## src/rtl/tick_rate_ctrl.sv

```systemverilog
// Two-channel tick divider with run/stop control and glitch-free rate switching.
// Divisor changes and channel switches are applied only on tick (wrap) boundaries.
module tick_rate_ctrl #(
  parameter int unsigned          WIDTH      = 32,
  parameter logic [WIDTH-1:0]     DIV_A_INIT = WIDTH'(4),
  parameter logic [WIDTH-1:0]     DIV_B_INIT = WIDTH'(4)
) (
  input  logic             clk,
  input  logic             rst,
  input  logic             run,
  input  logic             select,
  input  logic             cfg_we,
  input  logic             cfg_sel,
  input  logic [WIDTH-1:0] cfg_data,
  output logic             tick_a,
  output logic             tick_b,
  output logic             tick_out,
  output logic             active_sel,
  output logic             switch_pend,
  output logic [15:0]      tick_count
);

  typedef enum logic [0:0] {StIdle, StRun} state_e;

  state_e           state_q, state_d;
  logic [WIDTH-1:0] cnt_a_q, cnt_a_d;
  logic [WIDTH-1:0] cnt_b_q, cnt_b_d;
  logic [WIDTH-1:0] div_a_q, div_a_d;
  logic [WIDTH-1:0] div_b_q, div_b_d;
  logic [WIDTH-1:0] shd_a_q, shd_a_d;
  logic [WIDTH-1:0] shd_b_q, shd_b_d;
  logic             act_q, act_d;
  logic [15:0]      count_q, count_d;

  logic running;
  logic do_switch;
  logic restart_a, restart_b;
  logic reload_a, reload_b;
  logic we_a, we_b;

  always_comb begin
    running     = (state_q == StRun);
    tick_a      = running && (cnt_a_q == div_a_q);
    tick_b      = running && (cnt_b_q == div_b_q);
    tick_out    = act_q ? tick_b : tick_a;
    switch_pend = running && (select != act_q);
    // tick_out is the active channel's wrap, so a pending switch lands exactly on it
    do_switch   = switch_pend && tick_out;
    restart_a   = do_switch && !select;
    restart_b   = do_switch && select;
    reload_a    = tick_a || restart_a;
    reload_b    = tick_b || restart_b;
    we_a        = cfg_we && !cfg_sel;
    we_b        = cfg_we && cfg_sel;
  end

  assign active_sel = act_q;
  assign tick_count = count_q;

  always_comb begin
    state_d = state_q;
    cnt_a_d = cnt_a_q;
    cnt_b_d = cnt_b_q;
    div_a_d = div_a_q;
    div_b_d = div_b_q;
    shd_a_d = shd_a_q;
    shd_b_d = shd_b_q;
    act_d   = act_q;
    count_d = count_q + 16'(tick_out);

    case (state_q)
      StIdle: begin
        cnt_a_d = '0;
        cnt_b_d = '0;
        act_d   = select;
        // Idle writes go live immediately; shadow follows so a later wrap reloads the same value
        if (we_a) begin
          div_a_d = cfg_data;
          shd_a_d = cfg_data;
        end
        if (we_b) begin
          div_b_d = cfg_data;
          shd_b_d = cfg_data;
        end
        if (run) state_d = StRun;
      end

      StRun: begin
        if (we_a) shd_a_d = cfg_data;
        if (we_b) shd_b_d = cfg_data;

        if (reload_a) div_a_d = we_a ? cfg_data : shd_a_q;
        if (reload_b) div_b_d = we_b ? cfg_data : shd_b_q;

        cnt_a_d = reload_a ? '0 : cnt_a_q + WIDTH'(1);
        cnt_b_d = reload_b ? '0 : cnt_b_q + WIDTH'(1);

        if (do_switch) act_d = select;

        if (!run) begin
          state_d = StIdle;
          cnt_a_d = '0;
          cnt_b_d = '0;
        end
      end

      default: begin
        state_d = StIdle;
        cnt_a_d = '0;
        cnt_b_d = '0;
      end
    endcase
  end

  always_ff @(posedge clk or posedge rst) begin
    if (rst) begin
      state_q <= StIdle;
      cnt_a_q <= '0;
      cnt_b_q <= '0;
      div_a_q <= DIV_A_INIT;
      div_b_q <= DIV_B_INIT;
      shd_a_q <= DIV_A_INIT;
      shd_b_q <= DIV_B_INIT;
      act_q   <= 1'b0;
      count_q <= '0;
    end else begin
      state_q <= state_d;
      cnt_a_q <= cnt_a_d;
      cnt_b_q <= cnt_b_d;
      div_a_q <= div_a_d;
      div_b_q <= div_b_d;
      shd_a_q <= shd_a_d;
      shd_b_q <= shd_b_d;
      act_q   <= act_d;
      count_q <= count_d;
    end
  end

endmodule
```

## config.mk

```make
export PLATFORM = sky130hd
export DESIGN_NAME = tick_rate_ctrl
export DESIGN_NICKNAME = d
export VERILOG_FILES = /design/src/rtl/tick_rate_ctrl.sv
export SDC_FILE = /design/constraint.sdc
export NUM_CORES = 1
export LEC_CHECK = 0
export ABC_AREA = 1
export BUFFER_PORTS_ARGS = -buffer_cell sky130_fd_sc_hd__buf_2
export CORE_ASPECT_RATIO = 0.5
export CORE_MARGIN = 5
export CORE_UTILIZATION = 30
export DETAILED_ROUTE_END_ITERATION = 6
export HOLD_SLACK_MARGIN = 0.05
export PLACE_DENSITY_LB_ADDON = 0.05
export SLEW_MARGIN = 25
export SYNTH_ARGS = -nofsm -noshare
export SYNTH_HDL_FRONTEND = slang
export SYNTH_SLANG_ARGS = --single-unit
```

## constraint.sdc

```tcl
create_clock -name clk -period 18.8 [get_ports clk]
set_clock_uncertainty 0.15 [all_clocks]
set_input_delay 0.94 -clock clk [delete_from_list [all_inputs] [get_ports clk]]
set_output_delay 0.94 -clock clk [all_outputs]
set_load 0.02 [all_outputs]
```

# After elaboration in Yosys (flattened, before gate mapping)
# Cells that the tools add are included.
dict set report totals {
  ff_bits 210
  elab_cells 53
}
dict set report op_classes {
  addsub 3
  eq_ne 8
  mux 18
  n_bitwise 1
  n_reduce_logical 14
}
# op count
set op_table {}
lappend op_table {{two-way mux 32 bit} 10}
lappend op_table {{case mux 32 bit (2 select lines)} 4}
lappend op_table {{adder 32 x 1 -> 32 bit, second input constant} 2}
lappend op_table {{equality test 32 bit} 2}
lappend op_table {{adder 16 x 1 -> 16 bit} 1}
lappend op_table {{logical AND 1 bit} 8}
lappend op_table {{inequality test 2 x 1 -> 1 bit, second input constant} 3}
lappend op_table {{inequality test 2 bit, second input constant} 2}
lappend op_table {{AND reduction 2 bit} 2}
lappend op_table {{two-way mux 1 bit} 3}
lappend op_table {{zero test 1 bit} 2}
lappend op_table {{logical OR 1 bit} 2}
lappend op_table {{case mux 1 bit (2 select lines)} 1}
lappend op_table {{inequality test 1 bit} 1}
lappend op_table {{inverter 1 bit} 1}

# Depth between registers and ports, before layout
dict set report logic_depth {
  ltp_word 9
  mapped_depth 19
  ltp_nobuf 19
}

# Least setup slack after synthesis
# Ideal clock, no wire load.
dict set report synth_path {
  kind {register -> register}
  startpoint {register div_a_q[2]}
  endpoint {register count_q[14] (netlist: tick_count[14])}
  setup_time_ns 0.080
  arrival_ns 2.788
  required_ns 18.570
  setup_slack_ns 15.783
  stages_incl_launch_ff 20
  n_path_buf 0
  synth_period_minus_slack_ns 3.017
  cell_sequence {dfstp_2 > inv_1 > nand2_1 > nand2_1 > nor2_1 > nand2_1 > nor2_1 > nand2_1 > nor2_2 > nand3_1 > nand2_2 > ha_1 > ha_1 > nand3_1 > nor3b_1 > nand3_1 > nor3b_1 > nand2_1 > nor2_1 > xor2_1}
}
dict set report synth_between {
  elab_chain_cells 4
}
# item line
set synth_rtl {}
lappend synth_rtl {{start: declaration} 28} ;# logic [WIDTH-1:0] div_a_q, div_a_d;
lappend synth_rtl {{start signal: assignment} 130} ;# div_a_q <= div_a_d;
lappend synth_rtl {{equality test 32 bit} 43} ;# tick_a = running && (cnt_a_q == div_a_q);
lappend synth_rtl {{logical AND 1 bit} 43}
lappend synth_rtl {{two-way mux 1 bit} 45} ;# tick_out = act_q ? tick_b : tick_a;
lappend synth_rtl {{named net tick_out} 17} ;# output logic tick_out,
lappend synth_rtl {{adder 16 x 1 -> 16 bit} 69} ;# count_d = count_q + 16'(tick_out);
lappend synth_rtl {{named net count_d[14]} 33} ;# logic [15:0] count_q, count_d;
lappend synth_rtl {{end signal: assignment} 135} ;# count_q <= count_d;
lappend synth_rtl {{end: declaration} 33}
# The timed path passes the listed nets, and every way through them passes these cells.
# A chain may end at the register's enable or synchronous reset.

# Worst setup path after layout
dict set report layout_path {
  startpoint {register state_q (netlist: running)}
  endpoint {output port switch_pend}
}
dict set report layout_between {
  elab_chain_cells 1
}
# item line
set layout_rtl {}
lappend layout_rtl {{start: declaration} 25} ;# state_e state_q, state_d;
lappend layout_rtl {{start signal: assignment} 117} ;# state_q <= StIdle;
lappend layout_rtl {{start signal: assignment} 127} ;# state_q <= state_d;
lappend layout_rtl {{logical AND 1 bit} 46} ;# switch_pend = running && (select != act_q);
lappend layout_rtl {{end: declaration} 19} ;# output logic switch_pend,
# Every way passes these cells.

==> reports/summary.md <==
Summing all multi-input logic gate instances after layout gives 5520 sq um. Setup repair after global routing left no endpoint under its margin. TritonCTS built the clock tree.

For this design the top-level I/O count stands at 59. The fraction of the yosys area taken by sequential cells came out at 0.4444. The via density per instance is 4.671. The headroom to the max-slew limit came out at 0.4789. Setup violations remaining at the end of the flow were counted as 0. The launch point of the worst hold path was tick_count[15]. The routed design has 36970 um of wire.

For the placed wire-length estimate after detailed placement, the log shows 27410 um. Sorting the synthesized cells by area gives the leading types as sky130_fd_sc_hd__dfrtp_1 (44%), sky130_fd_sc_hd__nand2_1 (18%), sky130_fd_sc_hd__o21ai_0 (6.3%). The area share of the leading cell type in the synthesized netlist came out at 0.4355. In this run the worst setup path begins at running.

The worst setup path is captured at a primary output. The tightest min-delay check is of the flip-flop to flip-flop type. The utilization of the core after routing is 0.3434. The most critical setup path has its endpoint at switch_pend. The tools report the data arrival at the endpoint of the critical path as 2.88 ns. The worst setup path is launched from a flip-flop. The run gives 10560 as the vias after detailed routing.

Clock-pin slew was measured on the worst setup and hold paths at 0.06 ns. Detailed routing placed a total of 15450 um of wire on met2. For this design, the CTS-stage hold fixing added 0 buffers. In this run the horizontal extent of the chip is 290.9 um.

Before antenna repair, the detailed router went through 5 iterations. Summed over all nets, wire length on met3 after detailed routing comes to 1248 um. The worst path in the final design needs a cycle of 3.966 ns, including I/O delays and setup. At the placement stage, the worst setup path has a slack of 14.98 ns.

The number of nets handed over by synthesis was 1718. Once placement completed, the tool counted placed cells totaling 2217. TritonCTS created 24 clock buffers. After floorplanning, the core was divided into 51 placement rows. Highest achievable clock rate: 252.2 MHz. The number of buffer cells added on primary ports works out to 58. After detailed routing, the number of remaining DRC violations is 0. Post-synthesis average cell area: 7.062 sq um.

Critical register-to-register path startpoint: running. The worst register-to-register path ends at tick_count[14]. The die is 150.5 um tall. For the pin with the worst max-slew slack, the measured transition is 0.7817 ns.

For the number of resized instances in the post-cts repair step, the log shows 0. The run gives 0 as the total number of yosys warnings. The growth of design area from synthesis to finish is 12.92%. Cell leakage power: 6.460 nW. Summing all flip-flop and latch instances after layout gives 5264 sq um.

For the total track usage, the log shows 0.1684. The logs give 0 for the number of antenna violations at the first check in global routing and 43770 sq um for the total die area. The maximum level of the CTS H-tree was 1; the post-route fraction of the period consumed by the critical path was 0.2109. The core region area was 38920 sq um. The fraction of layout cells with a size suffix above 1 is 0.09249.

The synthesized netlist contains 37 unique library cells. After detailed routing, the average wire length per cell comes to 16.36 um. Number of nets at the end of the flow: 1755. Setup slack on the critical path of the routed design comes to 14.83 ns.

The count of cells in the finished layout, fillers not included, comes to 2260. The run finished with clean final reports. At the worst endpoint, the required time is 17.71 ns.

The minimum setup slack among reg-to-reg paths was 14.98 ns. The tools report the iteration-0 DRC count of the detailed router as 787. The tools report the total power after layout as 0.001189 W.

The number of antenna diodes in the final layout is 0. Count of endpoints failing hold in the final timing report: 0. The logs give 139 for the pin count of the biggest net entering global routing and 0.05192 mV for the largest voltage drop on the vdd net. After filler insertion, the fill cell instance count of the layout stands at 4270. The root buffer selected by CTS is sky130_fd_sc_hd__clkbuf_16. The first global-routing pass estimated 59110 um of wire. Power density normalized to cell area: 88.95 nW/um^2.

Across the run, the number of max-cap violations was 0. The run gives 0 as the count of pins over their slew limit. Routability-driven placement finished with a final weighted congestion of 0.8948. Class of the most critical setup path: flip-flop to primary output.

For the final routed database, the setup TNS stands at 0 ns. Initial core utilization: 0.3041. The number of global-route vias before repair was 10280. The cell count after synthesis came out at 1676. The mapped netlist covers 11840 sq um. Clock latency on the worst-skew pair, taken at its later pin, is 0.54 ns. The highest metal layer carrying signal wires in the routed design is met4.

The number of antenna-violating nets in the routed design came out at 0. Of all cell types, the one taking the most synthesized area is sky130_fd_sc_hd__dfrtp_1. The clock passes through at most 3 buffers. After global routing the overflow that remains totals 0. Of all nets on the critical path, the largest fanout is 76.

The tree built by TritonCTS fans out to 210 sinks. The detailed router put a total of 19660 um of wire on met1. Buffers added to address setup during post-CTS repair amount to 0. After synthesis the netlist holds a flip-flop and latch count of 210. Measured in cells, the most critical reg-to-reg path has a length of 15.
[final cells by class]
type / count / area share
clock inverter: 6 / 0.002715
clock buffer: 37 / 0.05467
inverter: 207 / 0.05907
tap: 530 / 0.04962
sequential: 210 / 0.3938
multi-input combinational: 1203 / 0.4130
timing repair buffer: 67 / 0.02705
[cell families (layout without fill, tap and decap cells)]
kind of cell	count (synthesis)	after routing	synth area share
AO/OA/AOI/OAI	184	184	0.07875
XOR/XNOR	47	47	0.03478
adder cells (fa/ha/maj)	4	4	0.004228
buffers and inverters	263	317	0.09038
flip-flops	210	210	0.4444
AND/OR/NAND/NOR	968	968	0.3475
[flip-flops by register name (all words and copies together), names as in the netlist]
name	count
active_sel	1
cnt_a_q	32
cnt_b_q	32
div_a_q	32
div_b_q	32
running	1
shd_a_q	32
shd_b_q	32
tick_count	16
[synthesized netlist by cell type]
cell type	n
sky130_fd_sc_hd__buf_4	6
sky130_fd_sc_hd__nor2_2	11
sky130_fd_sc_hd__nand2_1	559
sky130_fd_sc_hd__nand3_2	5
sky130_fd_sc_hd__inv_1	192
sky130_fd_sc_hd__dfrtp_1	206
sky130_fd_sc_hd__o22ai_1	1
sky130_fd_sc_hd__buf_6	6
sky130_fd_sc_hd__nor3_2	4
sky130_fd_sc_hd__xor2_1	45
sky130_fd_sc_hd__dfstp_2	4
sky130_fd_sc_hd__buf_1	7
sky130_fd_sc_hd__nor4_1	4
sky130_fd_sc_hd__ha_1	4
sky130_fd_sc_hd__or2_2	3
sky130_fd_sc_hd__o21ai_1	32
sky130_fd_sc_hd__and3_1	2
sky130_fd_sc_hd__xnor2_1	2
sky130_fd_sc_hd__nor3b_1	5
sky130_fd_sc_hd__nand2_2	8
sky130_fd_sc_hd__or3_1	1
sky130_fd_sc_hd__nand3_1	81
sky130_fd_sc_hd__clkbuf_1	25
sky130_fd_sc_hd__nor3_4	1
sky130_fd_sc_hd__o21a_1	1
sky130_fd_sc_hd__nand3b_1	4
sky130_fd_sc_hd__nor4_2	1
sky130_fd_sc_hd__and2_1	2
sky130_fd_sc_hd__o211ai_2	1
sky130_fd_sc_hd__nand4_1	63
sky130_fd_sc_hd__nor2_1	189
sky130_fd_sc_hd__clkinv_1	1
sky130_fd_sc_hd__o21ai_0	148
sky130_fd_sc_hd__buf_2	12
sky130_fd_sc_hd__inv_2	14
sky130_fd_sc_hd__nor3_1	25
sky130_fd_sc_hd__a21oi_1	1
[worst min-delay path by stage]
| stage | end | slack (ns) | cells past startpoint |
|---|---|---|---|
| finish | tick_count[15] | 0.32 | 1 |
| detailed placement | tick_count[15] | 0.32 | 1 |
| global placement | tick_count[15] | 0.31 | 1 |
| floorplan | shd_a_q[0] | 0.31 | 2 |
| global route | tick_count[15] | 0.35 | 1 |
| CTS | tick_count[15] | 0.33 | 1 |
[where the power goes]
group | total [W] | switching (W) | internal, W
registers | 0.000530 | 0.0000330 | 0.000497
logic | 0.000191 | 0.000128 | 0.0000627
clock network | 0.000468 | 0.000201 | 0.000268
total | 0.00119 | 0.000362 | 0.000827
[stage by stage]
stage          hold slack, ns  area (sq um)
2_1_floorplan          0.3110         11840
3_3_place_gp           0.3073         12590
3_5_place_dp           0.3154         12590
4_1_cts                0.3272         13350
5_1_grt                0.3547         13370
6_report               0.3158         13370
[worst max-delay path: stages, from the launching register on]
cell and delay, ns:
sky130_fd_sc_hd__dfrtp_4 0.86, sky130_fd_sc_hd__buf_4 0.62, sky130_fd_sc_hd__nand2_1 0.11, sky130_fd_sc_hd__a21oi_1 0.46, sky130_fd_sc_hd__buf_2 0.27
[layout by cell type, fill, tap and decap left out, drive strengths merged, types with 4 or more instances in the layout]
cell    instances
nor2          200
nor3           30
nand3b          4
dfstp           4
nand4          63
ha              4
inv           206
nor4            5
dfrtp         206
xor2           45
nor3b           5
clkbuf         37
nand3          86
buf            67
clkinv          7
o21ai         180
nand2         567
[per-layer routing]
| layer | global-route usage | vias up |
|---|---|---|
| li1 | - | 5376 |
| met1 | 0.2609 | 4997 |
| met2 | 0.2507 | 137 |
| met3 | 0.02476 | 47 |
| met4 | 0.03111 | 0 |
| met5 | 0 | - |
No activity file was read; power rests on OpenSTA's default activity.
